<file path="src/rtl/pwm_softstart_sequencer.sv">
// Soft-start / soft-stop sequencer for one half-bridge pwm instance.
// Ramps the highside on-time toward a clamped target one step every
// step_periods pwm periods, tracks target changes, ramps down to zero on
// disable and shuts down immediately on abort. Every new highside/lowside
// pair is followed one cycle later by a single load_enable pulse.
module pwm_softstart_sequencer #(
   parameter int bitwidth     = 8,
   parameter int step_periods = 4
) (
   input  logic                clock,
   input  logic                reset,
   input  logic                enable,
   input  logic                abort,
   input  logic                counter_overflow,
   input  logic [bitwidth-1:0] tick_count_period,
   input  logic [bitwidth-1:0] deadtime,
   input  logic [bitwidth-1:0] target_highside,
   input  logic [bitwidth-1:0] step,
   output logic                pwm_reset,
   output logic                load_enable,
   output logic [bitwidth-1:0] tick_count_highside,
   output logic [bitwidth-1:0] tick_count_lowside,
   output logic [1:0]          state,
   output logic                ramp_done
);

   // One extra bit so 2*deadtime and highside+step never wrap.
   localparam int XW = bitwidth + 1;
   localparam int CW = (step_periods > 1) ? $clog2(step_periods) : 1;
   localparam logic [CW-1:0] CNT_LAST = CW'(step_periods - 1);

   typedef enum logic [1:0] {
      ST_IDLE = 2'd0,
      ST_RAMP = 2'd1,
      ST_RUN  = 2'd2,
      ST_STOP = 2'd3
   } state_t;

   state_t              state_q, state_d;
   logic [bitwidth-1:0] hs_q, hs_d;
   logic [bitwidth-1:0] ls_q, ls_d;
   logic [CW-1:0]       cnt_q, cnt_d;
   logic                fire_q, fire_d;       // new values registered, pulse due next cycle
   logic                loaded_q, loaded_d;   // current highside already handed to the pwm
   logic                entry_q, entry_d;     // first cycle after entering RAMP
   logic                load_enable_q, load_enable_d;
   logic                pwm_reset_q;
   logic                ramp_done_q;

   logic [XW-1:0] period_x, two_dt_x, limit_x, target_x, tgt_x, eff_step_x;
   logic [XW-1:0] hs_x, up_sum_x, up_x, down_diff_x, down_x, ramp_x;
   logic          step_hit;

   // Lowside fills whatever the limit leaves; never negative if the limit shrank.
   function automatic logic [bitwidth-1:0] lowside_of(input logic [XW-1:0] lim,
                                                      input logic [XW-1:0] hs);
      return (lim > hs) ? bitwidth'(lim - hs) : '0;
   endfunction

   // Limit, clamped target and candidate next highside values.
   always_comb begin
      period_x    = {1'b0, tick_count_period};
      two_dt_x    = {deadtime, 1'b0};
      limit_x     = (period_x >= two_dt_x) ? (period_x - two_dt_x) : '0;
      target_x    = {1'b0, target_highside};
      tgt_x       = (target_x < limit_x) ? target_x : limit_x;
      eff_step_x  = (step == '0) ? XW'(1) : {1'b0, step};
      hs_x        = {1'b0, hs_q};
      up_sum_x    = hs_x + eff_step_x;
      up_x        = (up_sum_x < tgt_x) ? up_sum_x : tgt_x;
      down_diff_x = (hs_x > eff_step_x) ? (hs_x - eff_step_x) : '0;
      down_x      = (down_diff_x > tgt_x) ? down_diff_x : tgt_x;
      ramp_x      = (hs_x < tgt_x) ? up_x : down_x;
      step_hit    = counter_overflow && (cnt_q == CNT_LAST);
   end

   // Next-state logic: abort > enable low > step on overflow.
   always_comb begin
      state_d  = state_q;
      hs_d     = hs_q;
      ls_d     = ls_q;
      fire_d   = 1'b0;
      loaded_d = loaded_q;
      entry_d  = 1'b0;
      cnt_d    = cnt_q;
      if (counter_overflow) begin
         cnt_d = step_hit ? '0 : (cnt_q + 1'b1);
      end

      unique case (state_q)
         ST_IDLE: begin
            if (enable) begin
               state_d = ST_RAMP;
               entry_d = 1'b1;
            end
         end
         ST_RAMP: begin
            if (!enable) begin
               state_d = ST_STOP;
            end else if (step_hit) begin
               hs_d     = bitwidth'(ramp_x);
               ls_d     = lowside_of(limit_x, ramp_x);
               fire_d   = 1'b1;
               loaded_d = 1'b1;
               if (ramp_x == tgt_x) begin
                  state_d = ST_RUN;
               end
            end else if (entry_q && (hs_x == tgt_x)) begin
               // Already on target when the ramp starts: settle without moving.
               state_d = ST_RUN;
               if (!loaded_q) begin
                  fire_d   = 1'b1;
                  loaded_d = 1'b1;
               end
            end
         end
         ST_RUN: begin
            if (!enable) begin
               state_d = ST_STOP;
            end else if (hs_x != tgt_x) begin
               state_d = ST_RAMP;
               entry_d = 1'b1;
            end
         end
         ST_STOP: begin
            if (enable) begin
               state_d = ST_RAMP;
               entry_d = 1'b1;
            end else if (load_enable_q && (hs_q == '0) && !fire_q) begin
               // The zero value has just been loaded; nothing left in flight.
               state_d = ST_IDLE;
            end else if (step_hit) begin
               hs_d     = bitwidth'(down_diff_x);
               ls_d     = lowside_of(limit_x, down_diff_x);
               fire_d   = 1'b1;
               loaded_d = 1'b1;
            end
         end
         default: state_d = ST_IDLE;
      endcase

      if (abort) begin
         state_d = ST_IDLE;
         fire_d  = 1'b0;
         entry_d = 1'b0;
      end
      if (state_d != state_q) begin
         cnt_d = '0;
      end
      if (state_d == ST_IDLE) begin
         hs_d     = '0;
         ls_d     = '0;
         cnt_d    = '0;
         loaded_d = 1'b0;
      end
      load_enable_d = abort ? 1'b0 : fire_q;
   end

   // State and output registers.
   always_ff @(posedge clock) begin
      if (reset) begin
         state_q       <= ST_IDLE;
         hs_q          <= '0;
         ls_q          <= '0;
         cnt_q         <= '0;
         fire_q        <= 1'b0;
         loaded_q      <= 1'b0;
         entry_q       <= 1'b0;
         load_enable_q <= 1'b0;
         pwm_reset_q   <= 1'b1;
         ramp_done_q   <= 1'b0;
      end else begin
         state_q       <= state_d;
         hs_q          <= hs_d;
         ls_q          <= ls_d;
         cnt_q         <= cnt_d;
         fire_q        <= fire_d;
         loaded_q      <= loaded_d;
         entry_q       <= entry_d;
         load_enable_q <= load_enable_d;
         pwm_reset_q   <= (state_d == ST_IDLE);
         ramp_done_q   <= (state_d == ST_RUN);
      end
   end

   assign pwm_reset           = pwm_reset_q;
   assign load_enable         = load_enable_q;
   assign tick_count_highside = hs_q;
   assign tick_count_lowside  = ls_q;
   assign state               = state_q;
   assign ramp_done           = ramp_done_q;

endmodule

</file>
<file path="config.mk">
export PLATFORM = sky130hd
export DESIGN_NAME = pwm_softstart_sequencer
export DESIGN_NICKNAME = d
export VERILOG_FILES = /design/src/rtl/pwm_softstart_sequencer.sv
export SDC_FILE = /design/constraint.sdc
export NUM_CORES = 1
export LEC_CHECK = 0
export ABC_AREA = 1
export BUFFER_PORTS_ARGS = -buffer_cell sky130_fd_sc_hd__buf_2
export CAP_MARGIN = 10
export CORE_MARGIN = 4
export CORE_UTILIZATION = 65
export CTS_BUF_LIST = sky130_fd_sc_hd__clkbuf_2
export DETAILED_ROUTE_END_ITERATION = 8
export PLACE_DENSITY = 0.88
export SLEW_MARGIN = 5
export SYNTH_ARGS = -nofsm -noshare
export SYNTH_HDL_FRONTEND = slang
export SYNTH_SLANG_ARGS = --single-unit
</file>
<file path="constraint.sdc">
create_clock -name clock -period 12.5 [get_ports clock]
set_input_delay 2.5 -clock clock [delete_from_list [all_inputs] [get_ports clock]]
set_output_delay 2.5 -clock clock [all_outputs]
set_load 0.01 [all_outputs]
</file>
==> impl_metrics.tcl <==
set metrics [dict create \
    row_count 30 \
    synth_area_um2 4710 \
    tightestPinTransition_ns 1.16 \
    grt_antenna_before_repair 0 \
    netSwitchingFraction 0.510 \
    grt_pass1_wl_mm 22.3 \
    grtUsageTotal 0.313 \
    drtAntennaViolNets 0 \
    numCtsBuffers 3 \
    synth_top_area_frac 0.207 \
    hpwlAfterDp_mm 11.1 \
    coreArea_um2 6910 \
    syn2layout_area_growth_pct 7.81 \
    p_sw_mw 0.213 \
    crit_top_cell "nor2_1" \
    drc 0 \
    port_buffers 57 \
    whs_ns 0.462 \
    register_area_um2 520 \
    start_util 0.682 \
    fin_skew_ns 0.0288 \
    finalCritPeriodShare 0.768 \
    power.density_nw_per_um2 82.3 \
    root_buffer "clkbuf_2" \
    maxCapViolCount 0 \
    cts_tree "done" \
    ctsResizeCount 0 \
    pwr-share-seq 0.204 \
    cpPeakStageDelay_ns 0.91 \
    dp.cells 875 \
    cp.required_ns 12.79 \
    crit_path_end_kind "flop" \
    pre_cts_slack_ns 2.61 \
    timing.fmax_mhz 104 \
    yosys-top-cells-area "ha_1, nand2_1, dfxtp_1" \
    cts.sinks 26 \
    wl_mm 13.8 \
    fill_cells 603 \
    leakagePower_nw 2.87 \
    min_period_ns 9.60 \
    layout_common_cells "nand2_1, inv_1, ha_1" \
    synth.distinct_cells 56 \
    finalSetupViolCount 0 \
    syn_area_per_cell_um2 6.40 \
    drt-pass1-iter-count 8 \
    rsz0062_at_grt "false" \
    postSynthCellCount 736 \
    max-slew-margin-rel 0.224 \
    synth_ff_type "dfxtp_1" \
    worstPathMaxFanout 15 \
    overflow 0 \
    seq_area_frac_synth 0.110 \
    clock_power_share 0.133 \
    synthArstFlopShare 0 \
    diodes 0 \
    ir_drop_uv 67.0 \
    setup_tns_ns 0 \
    timing_hold_violations_final 0 \
    nNetsFinal 904 \
    layout_commonest_cell "nand2_1" \
    cp-start-kind "primary input" \
    dieArea_um2 8670 \
    worst-setup-path-type "in2reg" \
    p_comb_frac 0.663 \
    ys_warn_count 0 \
    multi_input_area_um2 3600 \
    clkTransAtPathRegs_ns 0.29 \
    final_cells 879 \
    fp.dieW_um 93.1 \
    hold_class "reg2reg" \
    die_h_um 93.1 \
    routedWlPerCell_um 15.7 \
    final_max_slew_viol_count 0 \
    drt-initial-drc-count 410 \
    status "finished clean" \
    clock_latency_ns 0.39 \
    hold_buffers 0 \
    drive_above_1_share 0.137 \
    avgViaCountPerCell 5.75 \
    crit_arrival_ns 9.90 \
    ys_seq_elements 26 \
    synth_edf_count 0 \
    io_pins 58 \
    place.gp.congestion 1.01 \
    cts_buffer_depth 2 \
    grt_max_degree 22 \
    vias 5054 \
    yosysTopAreaCell "ha_1" \
    grt_pass1_vias 4722 \
    cts_max_level 1 \
    setup_slack_ns 2.90 \
    internal-power_mw 0.205 \
    slowest_stage "a2111oi_2" \
    post-cts-setup-buffers 0 \
]
-- critical path: cells and delay by family --
kind / cells / cell delay [ns]
adders and majority gates: 5 / 1.49
and+or+nand+nor: 23 / 2.57
buffers and inverters: 8 / 0.61
AOI/OAI and AO/OA: 11 / 2.71
-- layer usage --
layer / global-route usage / vias up / routed length [µm]
li1: - / 2532 / -
met1: 0.408 / 2247 / 5890
met2: 0.552 / 236 / 6560
met3: 0.0201 / 39 / 911
met4: 0.0940 / 0 / 423
met5: 0 / - / 0
-- kinds of logic (layout without fill, tap and decap cells) --
logic type      after synthesis  after routing  share of synthesized area
fa+ha+maj                    83             83                      0.228
compound gates              131            131                      0.173
mux                           1              1                    0.00212
simple gates                332            332                      0.333
xor+xnor                     14             14                     0.0260
other cells                   1              2                   0.000796
flops                        26             26                      0.110
buf+inv                     148            194                      0.126
-- cell usage after synthesis, drive strengths merged, types with 6 or more instances --
master and number:
a21oi 52, a22oi 9, clkbuf 11, dfxtp 26
ha 78, inv 131, nand2 169, nand3 61
nand4 9, nor2 66, nor3 10, o211ai 8
o21ai 30, or2 6, xor2 10
-- worst paths after layout --
check	from	to	slack (ns)	depth (start not counted)
min reg2reg	fire_q	load_enable	0.46	2
min	fire_q	load_enable	0.46	2
max	tick_count_period[1]	tick_count_lowside[6]	2.90	47
max reg2reg	tick_count_highside[5]	tick_count_lowside[6]	5.84	44
-- per-stage QoR --
stage,util,power [mW],instance area (µm²)
final,0.735,0.418,5080
after global routing,0.735,0.451,5080
after CTS,0.735,0.410,5080
after detailed placement,0.729,0.353,5030
after global placement,0.729,0.349,5030
after floorplan,-,0.290,4710
-- flip-flops by register name (all words and copies together) (netlist names) --
name,flops
ramp_done,1
tick_count_lowside,8
loaded_q,1
state,2
entry_q,1
load_enable,1
fire_q,1
tick_count_highside,8
cnt_q,2
pwm_reset,1
-- area by class of cell --
cell class / count / area share
clock inverters: 1 / 0.00591
flip-flops and latches: 26 / 0.102
repair buffers: 58 / 0.0576
inverters: 132 / 0.0981
well taps: 96 / 0.0237
multi-input cells: 563 / 0.709
clock buffers: 3 / 0.00296
-- power by group through the flow --
stage	registers, mW	logic (mW)	clock network [mW]
finish	0.0853	0.277	0.0558
floorplan	0.0869	0.203	0
detailed placement	0.0867	0.267	0
global route	0.0856	0.306	0.0593
CTS	0.0853	0.269	0.0555
global placement	0.0866	0.263	0
(Power assumes the default switching activity.)
